--- src/rtl/windowed_majority_voter.sv ---
// rtl/windowed_majority_voter.sv - multi-channel sliding-window majority voter
// All channels share one fill counter; each keeps its own bit history and ones-count.
module windowed_majority_voter #(
    parameter int CHANNELS = 4,
    parameter int WINDOW   = 7,
    parameter int TIE_ONE  = 1
) (
    input  logic                                    clk,
    input  logic                                    rst,
    input  logic                                    clear,
    input  logic                                    in_valid,
    input  logic [CHANNELS-1:0]                     in_data,
    output logic                                    out_valid,
    output logic [CHANNELS-1:0]                     out_major,
    output logic [CHANNELS*$clog2(WINDOW+1)-1:0]    out_count,
    output logic [$clog2(WINDOW+1)-1:0]             fill_level,
    output logic                                    window_full
);

    localparam int CW = $clog2(WINDOW + 1);
    localparam logic [CW-1:0] WIN = CW'(WINDOW);

    localparam logic [1:0] S_EMPTY   = 2'd0;
    localparam logic [1:0] S_FILLING = 2'd1;
    localparam logic [1:0] S_FULL    = 2'd2;

    logic [1:0]          state_q, state_d;
    logic [CW-1:0]       fill_q, fill_d;
    logic [WINDOW-1:0]   hist_q [CHANNELS];
    logic [WINDOW-1:0]   hist_d [CHANNELS];
    logic [CW-1:0]       cnt_q  [CHANNELS];
    logic [CW-1:0]       cnt_d  [CHANNELS];
    logic [CHANNELS-1:0] major_q, major_d;
    logic                valid_q;

    // Doubling in CW+1 bits keeps 2*count from wrapping when count == WINDOW.
    function automatic logic vote(input logic [CW-1:0] c, input logic [CW-1:0] f);
        logic [CW:0] c2;
        logic [CW:0] f1;
        c2 = {c, 1'b0};
        f1 = {1'b0, f};
        return (c2 > f1) || ((TIE_ONE != 0) && (c2 == f1));
    endfunction

    logic                base_full;
    logic [CW-1:0]       base_fill;
    logic [WINDOW-1:0]   base_hist;
    logic [CW-1:0]       base_cnt;
    logic                oldest;

    always_comb begin
        base_full = !clear && (state_q == S_FULL);
        base_fill = clear ? '0 : fill_q;
        base_hist = '0;
        base_cnt  = '0;
        oldest    = 1'b0;

        if (in_valid) begin
            fill_d = base_full ? WIN : base_fill + CW'(1);
        end else begin
            fill_d = base_fill;
        end

        if (fill_d == '0) begin
            state_d = S_EMPTY;
        end else if (fill_d == WIN) begin
            state_d = S_FULL;
        end else begin
            state_d = S_FILLING;
        end

        for (int ch = 0; ch < CHANNELS; ch++) begin
            base_hist = clear ? '0 : hist_q[ch];
            base_cnt  = clear ? '0 : cnt_q[ch];
            oldest    = base_full & base_hist[WINDOW-1];
            if (in_valid) begin
                hist_d[ch]    = base_hist << 1;
                hist_d[ch][0] = in_data[ch];
                cnt_d[ch]     = base_cnt + CW'(in_data[ch]) - CW'(oldest);
                major_d[ch]   = vote(cnt_d[ch], fill_d);
            end else begin
                hist_d[ch]    = base_hist;
                cnt_d[ch]     = base_cnt;
                major_d[ch]   = clear ? 1'b0 : major_q[ch];
            end
        end
    end

    always_ff @(posedge clk) begin
        if (rst) begin
            state_q <= S_EMPTY;
            fill_q  <= '0;
            major_q <= '0;
            valid_q <= 1'b0;
            for (int ch = 0; ch < CHANNELS; ch++) begin
                hist_q[ch] <= '0;
                cnt_q[ch]  <= '0;
            end
        end else begin
            state_q <= state_d;
            fill_q  <= fill_d;
            major_q <= major_d;
            valid_q <= in_valid;
            for (int ch = 0; ch < CHANNELS; ch++) begin
                hist_q[ch] <= hist_d[ch];
                cnt_q[ch]  <= cnt_d[ch];
            end
        end
    end

    for (genvar g = 0; g < CHANNELS; g++) begin : g_count
        assign out_count[g*CW +: CW] = cnt_q[g];
    end

    assign out_valid   = valid_q;
    assign out_major   = major_q;
    assign fill_level  = fill_q;
    assign window_full = (state_q == S_FULL);

endmodule

--- config.mk ---
export PLATFORM = sky130hd
export DESIGN_NAME = windowed_majority_voter
export DESIGN_NICKNAME = d
export VERILOG_FILES = /design/src/rtl/windowed_majority_voter.sv
export SDC_FILE = /design/constraint.sdc
export NUM_CORES = 1
export LEC_CHECK = 0
export ABC_AREA = 0
export CORE_MARGIN = 1.5
export CORE_UTILIZATION = 28
export DETAILED_ROUTE_END_ITERATION = 16
export PLACE_DENSITY = 0.47
export SYNTH_ARGS = -nofsm -noshare
export SYNTH_HDL_FRONTEND = slang
export SYNTH_SLANG_ARGS = --single-unit
--- constraint.sdc ---
create_clock -name clk -period 9.5 [get_ports clk]
set_input_delay 1.9 -clock clk [delete_from_list [all_inputs] [get_ports clk]]
set_output_delay 1.9 -clock clk [all_outputs]
set_load 0.05 [all_outputs]
==> results of run 1 <==
-- cell families after synthesis --
group / count (synthesis)
AOI/OAI and AO/OA: 48
xor gates and xnor gates: 8
adders and majority gates: 21
buffers and inverters: 28
DFF: 50
muxes: 28
and+or+nand+nor: 92
-- stage by stage --
step                      power (mW)  setup WS (ns)  util, %  cell area (sq um)
after global routing           0.432           4.80     34.1               3010
after global placement         0.279           4.70     33.0               2910
after floorplan                0.264           5.16        -               2570
final                          0.410           4.96     34.1               3010
after detailed placement       0.280           4.60     33.0               2910
after CTS                      0.419           4.94     34.1               3010
-- worst max-delay path: cells and delay by family --
kind / cells / cell delay (ns)
AOI/OAI and AO/OA: 3 / 0.42
adders and majority gates: 4 / 1.23
buffers and inverters: 5 / 0.88
and+or+nand+nor: 2 / 0.29
-- routing by layer --
layer / vias up / wire length, um / share of wire [%]
met3: 8 / 117 / 2.3
met4: 0 / 64 / 1.3
met2: 21 / 2240 / 45
met1: 841 / 2600 / 52
li1: 984 / - / -
met5: - / 0 / 0
-- report_power, final --
part,total [mW],internal (mW),switching (mW)
Combinational,0.0571,0.0223,0.0348
Clock,0.136,0.0601,0.0762
Sequential,0.217,0.214,0.00270
-- final timing paths --
path / start / to / slack, ns / cells past startpoint
setup / recovery: clear / out_major[3] / 4.96 / 14
hold / removal: hist_q[3][6] / hist_q[3][6] / 0.49 / 2
setup reg to reg: state_q[1] / out_major[3] / 6.67 / 13
hold reg to reg: hist_q[3][6] / hist_q[3][6] / 0.49 / 2
-- cell usage in the layout, fill, tap and decap left out, drive strengths merged, types with 2 or more instances in the layout --
cell type and count:
inv 14, buf 4, o21a 4, nor2b 5, nor2 50, xnor2 4, o21bai 4, clkdlybuf4s50 27
nand2 9, nor3 3, ha 17, fa 4, a21o 4, mux2i 28, nor3b 5, a21oi 4
nand2b 6, a22oi 8, and2 8, o21ai 13, clkinv 2, clkbuf 6, a31oi 8, xor2 4
dfxtp 50
-- state kept, by name, indices dropped and copies added (netlist names) --
name and flops:
cnt_q 12, fill_level 3, hist_q 28, out_major 4, out_valid 1, state_q 2
-- cell type report --
| cell class | instances | area, sq um |
|---|---|---|
| fillers | 911 | 5800 |
| inverters | 14 | 52.6 |
| clock buffers | 6 | 82.6 |
| multi-input cells | 197 | 1420 |
| repair buffers | 31 | 298 |
| well taps | 108 | 135 |
| clock inverters | 2 | 17.5 |
| flip-flops and latches | 50 | 1000 |
==> flow_results.org, run 1 <==
** STA
- Setup total negative slack on the finished layout was measured at 0 ns.
- Fin Hold WS :: a little under 0.5 ns
- The count of final max-slew check failures is 0.
- Worst max-slew margin expressed relative to the limit :: between 40 and 50%
- For the final database, setup skew stands at roughly 0.0043 ns.
- The final critical path takes up between 40% and 50% of the cycle.
- Based on the critical path, the design can be clocked at up to approximately 0.22 GHz.
- Min cycle time layout :: roughly 4.5 ns
- The count of endpoints failing hold in the final timing report is 0.
- Slew of the pin with the lowest slew margin :: between 0.8 and 0.9 ns
- Setup violations remaining at the end of the flow were counted as 0.
- RSZ-0062 raised after global routing :: false

** Logic synthesis
- Cell types occupying the most area after synthesis :: sky130_fd_sc_hd__dfxtp_1 (39%), sky130_fd_sc_hd__mux2i_1 (11%), sky130_fd_sc_hd__ha_1 (8.3%), sky130_fd_sc_hd__nor2_1 (7.2%), sky130_fd_sc_hd__fa_1 (3.1%)
- Average size of a mapped cell :: roughly 9.3 sq um
- Syn Nets :: 304
- Netlist cell types :: 39
- Share of synthesized flip-flops with an asynchronous set or reset :: 0%
- Post-Synth XOR/XNOR Area :: 2.73%
- For this run, the number of Yosys warnings is 0.
- Mapped Cells :: roughly 280
- sky130_fd_sc_hd__dfxtp_1 takes more of the synthesized area than any other cell.
- Fraction of the mapped netlist area in simple logic gates :: between 10% and 20%
- After synthesis, the share of cell area in mux cells is 10.9%.
- Among all cell types in the netlist, the one instantiated most often is sky130_fd_sc_hd__dfxtp_1.
- Summed over its instances, the top area cell type makes up about two fifths of the synthesized netlist area.
- Summing the areas of all fa, ha and maj instances in the mapped netlist gives 11.4% of the synthesized area.
- For this run, the register share of the synthesized area comes to roughly two fifths.
- Post-Syn Area :: 2570 sq um
- The most used flip-flop cell after synthesis is sky130_fd_sc_hd__dfxtp_1.
- Synth Area in Compound Gates :: 12.5%
- By count the netlist is led by sky130_fd_sc_hd__dfxtp_1 (50), sky130_fd_sc_hd__nor2_1 (49), sky130_fd_sc_hd__mux2i_1 (28).
- Yosys mapped a number of flops with a built-in enable equal to 0.
- Synthesis inferred 50 register bits.
- Dominant combinational cell family by area after synthesis :: simple AND/OR/NAND/NOR gates

** Die
- Pin placement for this block handled 29 I/O pins.
- After floorplanning, the core was divided into 34 placement rows.
- Die height :: around 99 um
- Die Wd :: just under 100 um
- After floorplanning, the core was sized to cover just under 9000 sq um.
- The die covers ~10000 sq um.
- Initial Utilization :: a little under 30%

** Pwr
- Max VDD drop :: about 0.055 mV
- Cell Pwr Density :: roughly 140 nW/um^2
- Summed over all cells, the static leakage comes to approximately 1.3 nW.

** Cells and area
- Compared with the post-synthesis result, the final layout area differs by 17.0%.
- In the final layout, the share of cells above drive strength 1 is 7.33%.
- Number of nets at the end of the flow :: around 330
- Post-route insts no fill :: 408
- The number of antenna diodes in the final layout is 0.

** Global route
- Entering global routing, the biggest net connects 62 pins.
- In this run the most used layer during global routing was met2.
- Global-route total usage across every layer :: between 10 and 15%
- In the global route stage, met1 resource usage came out at between 10% and 20%.
- GR Util met2 :: 17.4%
- The number of global-route vias before repair came to 1717.
- The number of antenna violations at the first check in global routing is 0.
- The first global-routing pass estimated 8390 um of wire.
- After global routing the overflow that remains totals 0.
- Global routing used under 10% of the available met3 tracks.

** Detailed routing
- Starting DRT DRC Count :: 58
- The detailed router placed around 1900 vias in this run.
- Dividing the detail-routed via count by the number of cells gives 4.54.
- After detailed routing, the total wire length is ~5000 um.
- The detail route stage leaves a number of antenna-violating nets equal to 0.
- For this run, design rule violations remaining after detail routing come to 0.
- Dividing the detail-routed wire length by the instance count gives around 12 um.
- The first TritonRoute pass finished after 8 iterations.

** Min path
- Classification of the worst-slack hold path :: flop to flop

** Critical path
- Critical Path Source Type :: primary input
- STA puts the critical path data required time at about 9.7 ns.
- Cell at the slowest stage of the critical path :: sky130_fd_sc_hd__fa_1
- STA classifies the critical path endpoint as a flop.
- The signal on the critical path passes through clkdlybuf4s50_1 > buf_4 > nor2_1 > and2_1 > ha_1 > inv_1 > ha_1 > inv_1 > fa_1 > inv_1 > ha_1 > a21o_1 > a31oi_1 > o21ai_0.
- Largest incremental delay on the critical path :: approximately 0.52 ns
- The critical path in this run is classified as primary input to flop.
- Peak fanout along the critical path :: 29
- Data arrival time at the worst-slack endpoint :: around 4.7 ns

** Placement
- The count of buffers added on input and output ports is 28.
- Summed over all nets, the half-perimeter wirelength after detailed placement is around 3400 um.
- After detailed placement, the design holds a cell count of 400.
- The congestion estimate from routability-driven global placement came to approximately 0.66.

** Clocking
- Root Buffer :: sky130_fd_sc_hd__clkbuf_8
- In this run, post-CTS repair resized a total of 0 instances.
- Post CTS Setup Buffer Count :: 0
- TritonCTS built the clock tree.
- Cts hold-fix bufs :: 0
- In this run, CTS created clock tree buffers numbering 5.
- Maximum number of buffers from clock root to sink :: 2
- The clock net in this run drives a total of 50 sinks.
- CTS HTree Levels :: 2
- After clock tree synthesis, the clock-pin slew on the worst setup and hold paths is around 0.10 ns.
- Latest clock arrival within the worst-skew pair :: around 0.31 ns

** Run status
- Run status :: finished clean

** Job
- The tool flagged a number of max-cap violations equal to 0.
(Power assumes the default switching activity.)
==> run 2, diff against run 1 <==
Settings changed: PLACE_DENSITY 0.47 to 0.48.
Clock period 9.5 ns to 3.7 ns, I/O delays scaled along.
==> flow_results.org, run 2 (synthesized netlist as in run 1, its figures left out) <==
** Clocking
- The number of buffers added by the clock tree synthesis step came to 5 (unchanged).
- Maximum number of buffers from clock root to sink :: 2 (unchanged)
- The total number of clock tree sinks was 50 (unchanged).
- The clock tree from TritonCTS is built (unchanged).
- Root Buffer :: sky130_fd_sc_hd__clkbuf_8 (unchanged)
- Latest clock arrival within the worst-skew pair :: 0.30 ns (was 0.31 ns)
- The level count of the clock H-tree was 2 (unchanged).
- Cts hold-fix bufs :: 0 (unchanged)
- Post_cts resized :: 0 (unchanged)
- The number of setup buffers added after CTS came to 0 (unchanged).
- Register clock-pin slew on the reported worst setup and hold paths :: 0.09 ns (was 0.10 ns)

** Job
- The number of max-cap violations was 0 (unchanged).

** Critical path
- RR Startpoint :: state_q[1] (unchanged)
- The number of cells on the worst reg-to-reg path was 13 (unchanged).
- Cell breakdown of the critical path: clkdlybuf4s50_1 > nor2_1 > and2_1 > ha_1 > inv_1 > ha_1 > inv_1 > fa_1 > inv_1 > ha_1 > a21o_1 > a31oi_1 > o21ai_0 (was clkdlybuf4s50_1 > buf_4 > nor2_1 > and2_1 > ha_1 > inv_1 > ha_1 > inv_1 > fa_1 > inv_1 > ha_1 > a21o_1 > a31oi_1 > o21ai_0).
- The category of the worst setup path launch point is a primary input (unchanged).
- Crit end category :: flop (unchanged)
- Cell at the slowest stage of the critical path :: sky130_fd_sc_hd__fa_1 (unchanged)
- Data required time of the worst path :: 3.89 ns (was 9.70 ns)
- Worst reg2reg endpoint :: out_major[3] (unchanged)
- The maximum single-stage delay on the critical path came to 0.52 ns (about the same).
- The flop-to-flop setup slack was 0.79 ns (was 6.67 ns).
- Origin of the worst setup path :: clear (unchanged)
- The category of the critical setup timing path is primary input to flop (unchanged).
- The critical-path maximum fanout is 4 (was 29).
- The critical path data arrival time was 3.33 ns (was 4.74 ns).

** Global route
- The wire length of the first global-routing pass was 8620 um (was 8390 um).
- Remaining global-route overflow :: 0 (unchanged)
- Vias in the first global route :: 1786 (was 1717)
- Global-route total usage across every layer :: 11.0% (was 10.7%)
- The largest net degree at the start of global routing was 29 (was 62).
- Initial antenna violation count :: 0 (unchanged)

** Detailed routing
- Routed WL :: 5100 um (was 5020 um)
- The remaining antenna violation count after routing came to 0 (unchanged).
- DRC :: 0 (unchanged)
- The post-detailed-route wirelength per cell came to 12.4 um (was 12.3 um).
- The overall via count from detail_route came to 1891 (was 1854).
- The number of DRC markers in iteration 0 is 50 (was 58).
- Vias per cell :: 4.61 (was 4.54)
- The first-pass detailed-route iteration total came to 6 (was 8).

** STA
- Dividing the final minimum period by the clock period gives between 80% and 90%.
- Final total negative setup slack :: 0 ns (unchanged)
- Worst max-slew margin expressed relative to the limit :: 66.7% (was 46.7%)
- Counting I/O delays and the setup requirement, the final critical path takes 3.14 ns.
- The number of setup violations in the final report came to 0 (unchanged).
- The worst-margin pin slew came to 0.498 ns (was 0.800 ns).
- Timing-limited maximum frequency :: between 0.3 and 0.4 GHz
- Count of final hold-check violations :: 0 (unchanged)
- Clock tree skew after final layout :: 0.00712 ns (was 0.00432 ns)
- RSZ-0062 raised after global routing: false (unchanged).
- Final number of max-transition violations :: 0 (unchanged)

** Die
- Die height :: 98.8 um (unchanged)
- Die Wd :: 98.8 um (unchanged)
- IO Count :: 29 (unchanged)
- Standard cell core area :: 8810 sq um (unchanged)
- Total die area :: 9760 sq um (unchanged)
- The number of cell rows was 34 (unchanged).
- The effective utilization at floorplan was 29.2% (unchanged).

** Min path
- Source of the worst hold timing path :: hist_q[0][2] (was hist_q[3][6])
- Worst hold stages :: 2 (unchanged)
- The type of the tightest min-delay check is flop to flop (unchanged).
- The end point of the worst hold path is hist_q[0][2] (was hist_q[3][6]).

** Pwr
- Leakage power total :: 1.29 nW (was 1.28 nW)
- The switching share of power was 27.3% (was 27.7%).
- The maximum vdd ir drop was 0.135 mV (was 0.0553 mV).
- The combinational cell fraction of total power is 14.3% (was 13.9%).
- The cell area power density came to 347 nW/um^2 (was 137 nW/um^2).
- The share of power burned in registers is 53.0% (was 52.9%).
- Switching power summed over all nets :: 287 uW (was 114 uW)
- The cell-internal power came to 764 uW (was 297 uW).
- Part of the total power dissipated in the clock network :: 32.7% (was 33.2%)

** Run status
- Run status :: finished clean (unchanged)

** Cells and area
- Leading cell type in the layout, fill and taps excluded :: sky130_fd_sc_hd__dfxtp_1 (unchanged)
- The largest register by flop count is hist_q (unchanged).
- The summed area of non-filler cells in the final layout is 3030 sq um (was 3010 sq um).
- Growth of design area from synthesis to finish :: 18.0% (was 17.0%)
- Number of nets at the end of the flow :: 330 (was 328)
- The proportion of layout cells with a drive suffix above 1 was 7.95% (was 7.33%).
- Most frequent cells in the layout :: sky130_fd_sc_hd__dfxtp_1 (50), sky130_fd_sc_hd__nor2_1 (49), sky130_fd_sc_hd__mux2i_1 (28) (unchanged)
- The antenna diode instance count was 0 (unchanged).
- The number of flip-flops in the largest register came to 28 (unchanged).

** Placement
- Placed instance area :: 2930 sq um (was 2910 sq um)
- The global placement routability congestion is 0.697 (was 0.664).
- The number of I/O port buffers was 28 (unchanged).
- Estimated wirelength of the detail-placed design :: 3650 um (was 3430 um)
-- run 2: changes by cell type in the layout (fill, tap and decap cells not counted), sizes merged --
cell      previous run  this run
inv                 14        15
clkinv               2         0
clkinvlp             0         1
buf                  4         6
-- run 2: layout make-up --
class / instances / area (sq um)
repair buffers: 33 / 325
clock inverters: 2 / 16.3
multi-input cells: 197 / 1420
well taps: 108 / 135
inverters: 14 / 52.6
fillers: 922 / 5770
clock buffers: 6 / 82.6
flip-flops and latches: 50 / 1000
-- run 2: worst max-delay path by stage --
stage          depth (start not counted)            to  slack [ns]
4_1_cts                               13  out_major[3]        0.54
5_1_grt                               13  out_major[3]        0.36
2_1_floorplan                         14  out_major[3]        0.52
3_5_place_dp                          13  out_major[3]        0.19
3_3_place_gp                          13  out_major[3]        0.26
6_report                              13  out_major[3]        0.56
-- run 2: through the flow --
step	hold WS, ns	total power [mW]	utilization [%]	cells	setup WS (ns)
after global placement	0.473	0.720	33.3	402	0.260
final	0.499	1.05	34.4	410	0.556
after detailed placement	0.479	0.722	33.3	402	0.193
after floorplan	0.452	0.677	-	275	0.519
after CTS	0.505	1.07	34.4	410	0.543
after global routing	0.530	1.11	34.4	410	0.364
-- run 2: power by group through the flow --
stage                     Sequential, mW  Clock [mW]  Combinational (mW)
after global routing               0.559       0.385               0.163
after detailed placement           0.570           0               0.152
after CTS                          0.557       0.364               0.152
final                              0.557       0.344               0.150
after global placement             0.570           0               0.150
after floorplan                    0.598           0              0.0790
-- run 2: metal layers --
metal,track usage (%),vias up,part of all wire [%]
met5,0,-,0
met1,14.6,872,51
met3,2.48,5,3.0
met4,3.30,0,0.98
met2,17.8,25,45
li1,-,989,-
-- run 2: critical path, delay by kind of cell --
family	cells	cell delay, ns
buf+inv	4	0.62
simple gates	2	0.43
compound gates	3	0.37
fa+ha+maj	4	1.17
